==> config.mk <==
export PLATFORM = sky130hd
export DESIGN_NAME = tlb_op_ctrl
export DESIGN_NICKNAME = d
export VERILOG_FILES = /design/src/rtl/tlb_op_ctrl.sv
export SDC_FILE = /design/constraint.sdc
export NUM_CORES = 1
export LEC_CHECK = 0
export ABC_AREA = 1
export BUFFER_PORTS_ARGS = -buffer_cell sky130_fd_sc_hd__buf_2
export CAP_MARGIN = 0
export CORE_AREA = 4 4 143 145
export CTS_CLUSTER_DIAMETER = 80
export CTS_CLUSTER_SIZE = 20
export DETAILED_ROUTE_END_ITERATION = 16
export DIE_AREA = 0 0 147 149
export GPL_TIMING_DRIVEN = 0
export PLACE_DENSITY = 0.6
export REMOVE_ABC_BUFFERS = 1
export SLEW_MARGIN = 20
export SYNTH_ARGS = -nofsm -noshare
export SYNTH_HDL_FRONTEND = slang
export SYNTH_SLANG_ARGS = --single-unit
==> constraint.sdc <==
create_clock -name clk -period 2.1 [get_ports clk]
set_input_delay 0.42 -clock clk [delete_from_list [all_inputs] [get_ports clk]]
set_output_delay 0.42 -clock clk [all_outputs]
set_load 0.1 [all_outputs]
==> src/rtl/tlb_op_ctrl.sv <==
// rtl/tlb_op_ctrl.sv - TLBP/TLBR/TLBWI sequencer between write-back, CP0 and the TLB array.
// Takes one op at a time, waits out pending MTC0 writes, drives the TLB port, then reports to CP0.
module tlb_op_ctrl #(
  parameter int TLBNUM = 16,
  parameter int IDXW   = $clog2(TLBNUM)
) (
  input  logic            clk,
  input  logic            reset,
  input  logic            op_valid,
  output logic            op_ready,
  input  logic [1:0]      op_code,
  input  logic [31:0]     op_pc,
  input  logic            cp0_wr_pending,
  input  logic [18:0]     entryhi_vpn2,
  input  logic [7:0]      entryhi_asid,
  input  logic [IDXW-1:0] index_index,
  output logic [18:0]     s_vpn2,
  output logic [7:0]      s_asid,
  input  logic            s_found,
  input  logic [IDXW-1:0] s_index,
  output logic [IDXW-1:0] r_index,
  input  logic [31:0]     r_entryhi,
  input  logic [31:0]     r_entrylo0,
  input  logic [31:0]     r_entrylo1,
  output logic            tlb_we,
  output logic [IDXW-1:0] w_index,
  output logic            tlbp_we,
  output logic            tlbr_we,
  output logic [31:0]     index,
  output logic [31:0]     entryhi,
  output logic [31:0]     entrylo0,
  output logic [31:0]     entrylo1,
  output logic            flush,
  output logic [31:0]     flush_pc,
  output logic            busy
);

  typedef enum logic [2:0] {S_IDLE, S_WAIT, S_EXEC, S_COMMIT, S_FLUSH} state_t;

  localparam logic [1:0] OP_NOP   = 2'b00;
  localparam logic [1:0] OP_TLBP  = 2'b01;
  localparam logic [1:0] OP_TLBR  = 2'b10;
  localparam logic [1:0] OP_TLBWI = 2'b11;

  state_t      state_q, state_d;
  logic [1:0]  op_code_q, op_code_d;
  logic [31:0] op_pc_q, op_pc_d;
  logic [31:0] index_q, index_d;
  logic [31:0] entryhi_q, entryhi_d;
  logic [31:0] entrylo0_q, entrylo0_d;
  logic [31:0] entrylo1_q, entrylo1_d;

  logic in_exec;
  logic in_commit;

  always_comb begin
    state_d    = state_q;
    op_code_d  = op_code_q;
    op_pc_d    = op_pc_q;
    index_d    = index_q;
    entryhi_d  = entryhi_q;
    entrylo0_d = entrylo0_q;
    entrylo1_d = entrylo1_q;
    case (state_q)
      S_IDLE: begin
        if (op_valid) begin
          op_code_d = op_code;
          op_pc_d   = op_pc;
          if (op_code != OP_NOP) state_d = S_WAIT;
        end
      end
      S_WAIT: begin
        if (!cp0_wr_pending) state_d = S_EXEC;
      end
      S_EXEC: begin
        state_d = S_COMMIT;
        if (op_code_q == OP_TLBP) begin
          index_d = {~s_found, {(31-IDXW){1'b0}}, (s_found ? s_index : {IDXW{1'b0}})};
        end else if (op_code_q == OP_TLBR) begin
          entryhi_d  = r_entryhi;
          entrylo0_d = r_entrylo0;
          entrylo1_d = r_entrylo1;
        end
      end
      S_COMMIT: begin
        state_d = (op_code_q == OP_TLBP) ? S_IDLE : S_FLUSH;
      end
      S_FLUSH: begin
        state_d = S_IDLE;
      end
      default: begin
        state_d = S_IDLE;
      end
    endcase
  end

  always_ff @(posedge clk) begin
    if (reset) begin
      state_q    <= S_IDLE;
      op_code_q  <= OP_NOP;
      op_pc_q    <= 32'd0;
      index_q    <= 32'd0;
      entryhi_q  <= 32'd0;
      entrylo0_q <= 32'd0;
      entrylo1_q <= 32'd0;
    end else begin
      state_q    <= state_d;
      op_code_q  <= op_code_d;
      op_pc_q    <= op_pc_d;
      index_q    <= index_d;
      entryhi_q  <= entryhi_d;
      entrylo0_q <= entrylo0_d;
      entrylo1_q <= entrylo1_d;
    end
  end

  assign in_exec   = (state_q == S_EXEC);
  assign in_commit = (state_q == S_COMMIT);

  assign s_vpn2  = (in_exec && op_code_q == OP_TLBP)  ? entryhi_vpn2 : 19'd0;
  assign s_asid  = (in_exec && op_code_q == OP_TLBP)  ? entryhi_asid : 8'd0;
  assign r_index = (in_exec && op_code_q == OP_TLBR)  ? index_index  : {IDXW{1'b0}};
  assign w_index = (in_exec && op_code_q == OP_TLBWI) ? index_index  : {IDXW{1'b0}};
  assign tlb_we  = in_exec && (op_code_q == OP_TLBWI);

  // CP0-facing pulses are suppressed while reset is held so a reset in COMMIT/FLUSH emits nothing.
  assign tlbp_we  = in_commit && (op_code_q == OP_TLBP) && !reset;
  assign tlbr_we  = in_commit && (op_code_q == OP_TLBR) && !reset;
  assign flush    = (state_q == S_FLUSH) && !reset;
  assign flush_pc = flush ? (op_pc_q + 32'd4) : 32'd0;

  assign index    = index_q;
  assign entryhi  = entryhi_q;
  assign entrylo0 = entrylo0_q;
  assign entrylo1 = entrylo1_q;

  assign op_ready = (state_q == S_IDLE);
  assign busy     = ~op_ready;

endmodule

==> flow_summary_export.csv, run 1 <==
group,metric,value,unit
timing,min_period_over_period,112,%
die,die_width,147,um
timing,relSlewSlack,57.8,%
grt,grt_max_degree,66,
grt,gr-usage-met2,40.7,%
grt,grt_pass1_vias,7132,
synthesis,synthMuxAreaShare,0,%
run_status,violations,"negative setup slack",
power_and_ir_drop,seqPwrFrac,38.4,%
synthesis,syn_area_per_cell,6.77,um2
cts,clockRootBuffer,"clkbuf_16",
power_and_ir_drop,p_comb_share,20.0,%
timing,min_period,2360,ps
setup_path,cp_common_cell,"nor2_1",
synthesis,syn-instance-count,918,
timing,setup_viol,62,
place,place.detailed.hpwl,16300,um
power_and_ir_drop,switching_power,2.46,mW
power_and_ir_drop,power_density,665,nW/um2
setup_path,cp.arrival,1940,ps
synthesis,yosysWarningCount,0,
power_and_ir_drop,clockPowerShare,41.5,%
detailed_routing,drt-initial-drc-count,318,
detailed_routing,drc_errors,0,
cts,numClockSinks,138,
cts,clk_pin_slew,70,ps
cts,clkLatencyLatePin,430,ps
final_layout,final_common_cell,"buf_2",
setup_path,cp_max_fo,4,
timing,timing.final.ws_setup,-259,ps
setup_path,worst_setup_path_start_kind,"flip-flop",
synthesis,synth_compound_area_share,14.8,%
timing,hold_violations,0,
die,io-pin-count,371,
final_layout,nets,1461,
grt,busiest_layer,"met2",
flow_run,drv_cap,0,
grt,met3_usage,8.72,%
setup_path,required,1680,ps
detailed_routing,ant_nets,0,
detailed_routing,vias,7457,
timing,fin_worst_hold_slack,226,ps
power_and_ir_drop,irDropWorstVdd,0.523,mV
setup_path,max_stage_delay,370,ps
synthesis,seq_area_frac_synth,44.5,%
die,fp-row-count,51,
timing,finalMaxSlewViolations,0,
timing,max_slew.worst_pin.slew,633,ps
die,core,19200,um2
final_layout,drive_gt1_share,45.5,%
power_and_ir_drop,p_leak,4.77,nW
setup_path,worstSetupPathType,"reg -> out",
grt,antenna_found_initial,2,
grt,grt_first_pass_wirelength,39400,um
detailed_routing,vias_per_cell,4.75,
place,gp_congestion,0.862,
final_layout,syn2layout_area_growth,78.7,%
grt,grtUsageMet1,25.1,%
die,die-height,149,um
power_and_ir_drop,power.internal,4.91,mW
synthesis,synth_adder_area_share,0.201,%
final_layout,mostFrequentLayoutCells,"269 x buf_2, 225 x nor2_1, 115 x dfxtp_1, 82 x o21ai_0, 80 x nand2_1",
synthesis,syn_area,6210,um2
power_and_ir_drop,p_total,7.38,mW
cts,numCtsBuffers,17,
detailed_routing,firstDrtPassIters,5,
die,start_util,32.3,%
power_and_ir_drop,netSwitchingFraction,33.4,%
timing,fmax,424,MHz
cts,htreeDepth,4,
timing,rsz0062_at_grt,"yes",
synthesis,synthSimpleGateAreaFrac,28.9,%
cts,cts_buffer_depth,2,
timing,finClkSkew,10.8,ps
setup_path,path_cells,"ha_4 -> nand2_4 -> nor2_4 -> nand3b_1 -> nor2_2 -> nor2_1 -> nor2_1 -> buf_6",
cts,cts_hold_buffers,0,
place,port-buffer-count,343,
die,die_area,21900,um2
synthesis,synth_xor_area_share,0,%
synthesis,synth_top_family_by_area,"simple AND/OR/NAND/NOR gates",
worst_hold_path,hp-class,"in -> reg",
grt,overflow,0,
grt,grt_usage,22.7,%
detailed_routing,routed_wl,27100,um
run_status,outcome,"finished with violations",
setup_path,crit_slowest_cell,"dfxtp_4",
detailed_routing,wl_per_cell,17.3,um
cts,cts_tree,"done",
synthesis,synth_cell_types,27,
setup_path,crit_path_end_kind,"primary output",
synthesis,ys_ff_latch,138,
## routing by layer
| layer | up-vias | part of all wire [%] | wire (um) |
|---|---|---|---|
| met3 | 40 | 8.9 | 2420 |
| met5 | - | 0 | 0 |
| met4 | 0 | 2.0 | 547 |
| met2 | 331 | 51 | 14000 |
| met1 | 3468 | 38 | 10200 |
| li1 | 3618 | - | - |
## cells by family after synthesis
group	count (synthesis)
compound gates	183
flops	138
other cells	1
fa+ha+maj	1
simple gates	451
buf+inv	144
## synth_stat cells
cell type,instances,area [um2]
buf_6,5,56.3
o21ai_1,33,165
nand3_2,2,20.0
a21oi_1,59,295
nor2_4,2,22.5
conb_1,1,3.75
clkbuf_1,16,60.1
nor2_2,2,12.5
buf_2,27,135
o211ai_1,1,7.51
dfxtp_1,138,2760
o31ai_1,1,7.51
nand2_1,98,368
nor3_1,6,30.0
inv_1,62,233
buf_1,1,3.75
buf_4,28,210
nand2_2,1,6.26
nand3b_1,1,7.51
inv_2,5,18.8
nor2_1,301,1130
nor3b_1,1,7.51
o21ai_0,89,445
nand3_1,33,165
and2_1,1,6.26
nand4_1,3,18.8
ha_1,1,12.5
## worst paths after layout
kind	cells past startpoint	slack [ps]	startpoint	endpoint
worst max-delay path	8	-260	op_pc_q[3]	flush_pc[20]
worst min-delay path	3	230	r_entryhi[25]	entryhi[25]
worst max register to register	11	110	state_q[0]	entryhi[0]
worst min register to register	2	460	index[3]	index[3]
## worst max-delay path: cells and delay by family, from the launching register on
family / cells / cell delay (ps)
buffers and inverters: 1 / 240
adder cells (fa/ha/maj): 1 / 150
flip-flops: 1 / 370
AND/OR/NAND/NOR: 6 / 750
## sequential cells by signal, summed over array words and instances (netlist names)
signal and flops:
entryhi 32, entrylo0 32, entrylo1 32, index 5
op_code_q 2, op_pc_q 32, state_q 3
## timing repair
item,CTS,global route
gates resized for setup,439,85
pin swaps,39,23
endpoints found under the hold margin,0,0
buffers inserted,28,13
cloned,15,1
endpoints found under the setup margin,144,135
## power groups by stage
stage | Clock [mW] | Combinational, mW | Sequential (mW)
final | 3.06 | 1.48 | 2.84
after global routing | 3.23 | 1.56 | 2.85
after CTS | 3.13 | 1.41 | 2.83
after detailed placement | 0 | 1.20 | 2.86
after global placement | 0 | 1.18 | 2.86
after floorplan | 0 | 0.609 | 3.11
## cell type report
cell class              instances  area, um2
well taps                     265        332
flip-flops and latches        138       2810
fillers                      1708       8110
multi-input cells             668       3670
repair buffers                393       3340
inverters                      67        298
repair inverters                5       51.3
clock inverters                14        160
clock buffers                  18        429
diodes                          3       7.51
## per-stage QoR
step | setup TNS, ps | instances | util (%) | worst slack (ps) | cell area [um2]
2_1_floorplan | -181140 | 867 | - | -2640 | 5840
3_3_place_gp | -338920 | 1475 | 41.1 | -2500 | 7890
3_5_place_dp | -54900 | 1479 | 41.7 | -1310 | 8010
4_1_cts | -5330 | 1554 | 55.3 | -277 | 10600
6_report | -8000 | 1571 | 57.8 | -259 | 11100
5_1_grt | -12310 | 1570 | 57.8 | -393 | 11100
Note: power is estimated with default switching activity, not from simulation.
==> inputs of run 2 (changes only) <==
- CAP_MARGIN: 0 -> 5
- clock period: 2.1 -> 3 ns (I/O delays scaled with it)
==> flow_summary_export.csv, run 2 (synthesized netlist as in run 1, its figures left out) <==
group,metric,value,unit
run_status,outcome,"finished, final reports clean",
grt,grt_max_degree,74,
cts,cts_setup_buffers,0,
flow_run,drv_cap,0,
setup_path,cp.arrival,2230,ps
power_and_ir_drop,power_density,564,nW/um2
grt,grt_pass1_vias,6199,
die,core,19200,um2
final_layout,final_common_cell,"buf_2",
die,start_util,32.3,%
final_layout,drive_gt1_share,31.8,%
timing,timing.final.ws_setup,173,ps
place,place_ws,-774,ps
timing,relSlewSlack,60.7,%
die,die_area,21900,um2
grt,grt_usage,18.6,%
timing,fin_setup_tns,0,ps
final_layout,fin_cells,1514,
place,place.detailed.hpwl,16300,um
cts,htreeDepth,4,
detailed_routing,routed_wl,22200,um
setup_path,cp_max_fo,5,
cts,cts_tree,"done",
timing,fmax,354,MHz
detailed_routing,wl_per_cell,14.7,um
power_and_ir_drop,irDropWorstVdd,0.426,mV
die,die-height,149,um
power_and_ir_drop,p_leak,4.14,nW
place,gp_congestion,0.862,
timing,finalMaxSlewViolations,0,
cts,numClockSinks,138,
timing,hold_violations,0,
detailed_routing,drt-initial-drc-count,365,
final_layout,fin_util,45.6,%
detailed_routing,vias_per_cell,4.48,
grt,grt_first_pass_wirelength,32800,um
setup_path,worstSetupPathType,"reg -> out",
cts,clk_pin_slew,70,ps
final_layout,syn2layout_area_growth,41.1,%
cts,clockRootBuffer,"clkbuf_16",
die,die_width,147,um
timing,min_period,2830,ps
worst_hold_path,hp-class,"in -> reg",
setup_path,required,2400,ps
cts,clkLatencyLatePin,430,ps
detailed_routing,ant_nets,0,
final_layout,mostFrequentLayoutCells,"308 x buf_2, 298 x nor2_1, 138 x dfxtp_1, 95 x nand2_1, 89 x o21ai_0",
timing,setup_viol,0,
timing,finClkSkew,18.2,ps
grt,overflow,0,
detailed_routing,firstDrtPassIters,5,
timing,max_slew.worst_pin.slew,588,ps
timing,min_period_over_period,94.2,%
final_layout,nets,1405,
place,port-buffer-count,343,
grt,antenna_found_initial,1,
place,dp.cells,1479,
cts,numCtsBuffers,17,
die,fp-row-count,51,
die,io-pin-count,371,
detailed_routing,vias,6790,
setup_path,crit_path_end_kind,"primary output",
detailed_routing,drc_errors,0,
setup_path,worst_setup_path_start_kind,"flip-flop",
timing,rsz0062_at_grt,"no",
cts,cts_buffer_depth,2,
[run 2: changes by cell type in the layout (fill, tap and decap cells not counted), moves of 8 or more]
| cell | change |
|---|---|
| nor2_4 | -55 |
| buf_2 | +39 |
| nor2_2 | -19 |
| buf_12 | -62 |
| buf_6 | -8 |
| dfxtp_1 | +23 |
| a21oi_2 | -11 |
| dfxtp_2 | -16 |
| nor2_1 | +73 |
| buf_4 | -11 |
| nand2_1 | +15 |
| a21oi_1 | +14 |
[run 2: per-stage QoR]
stage / hold WS [ps] / power, mW / instance area, um2
after CTS: 391 / 5.01 / 8730
after global routing: 410 / 5.15 / 8760
after global placement: 444 / 2.83 / 7890
after floorplan: 432 / 2.60 / 5840
after detailed placement: 448 / 2.85 / 8010
final: 405 / 4.94 / 8760
[run 2: worst paths after layout]
kind | startpoint | to | slack, ps | depth (start not counted)
worst max-delay path | op_pc_q[2] | flush_pc[24] | 170 | 8
worst min-delay path | r_entryhi[25] | entryhi[25] | 410 | 3
worst max register to register | state_q[2] | op_pc_q[0] | 850 | 7
worst min register to register | op_pc_q[0] | op_pc_q[0] | 450 | 2
[run 2: area by class of cell]
class                      instances  area, um2
antenna                            2       5.00
clock buffer                      18        429
clock inverter                    14        160
fill                            2070      10400
inverter                          67        277
multi-input combinational        663       2870
sequential                       138       2760
tap                              265        332
timing repair buffer             346       1910
timing repair inverter             1       8.76
[run 2: metal layers]
layer | up-vias | global-route usage (%) | routed length [um]
met5 | - | 0 | 0
met4 | 0 | 4.61 | 277
met3 | 24 | 8.02 | 2240
met2 | 240 | 31.3 | 10700
met1 | 3046 | 22.0 | 8990
li1 | 3480 | - | -
[run 2: power by group]
| part | switching, mW | leakage (nW) | internal (mW) |
|---|---|---|---|
| clock network | 0.884 | 0.281 | 1.25 |
| logic | 0.650 | 2.74 | 0.196 |
| registers | 0.0626 | 1.12 | 1.90 |
[run 2: repair_timing]
action / CTS / global route
gates cloned: 1 / 1
resized for setup: 43 / 15
hold buffers: 0 / 0
endpoints found under the setup margin: 54 / 22
[run 2: worst max-delay path, cell delays in order (launching register included)]
cell,delay (ps)
dfxtp_1,350
ha_1,180
nand2_1,130
nor2_1,170
nand2_1,110
nor2_2,250
a21oi_1,100
nor2_1,190
buf_4,330
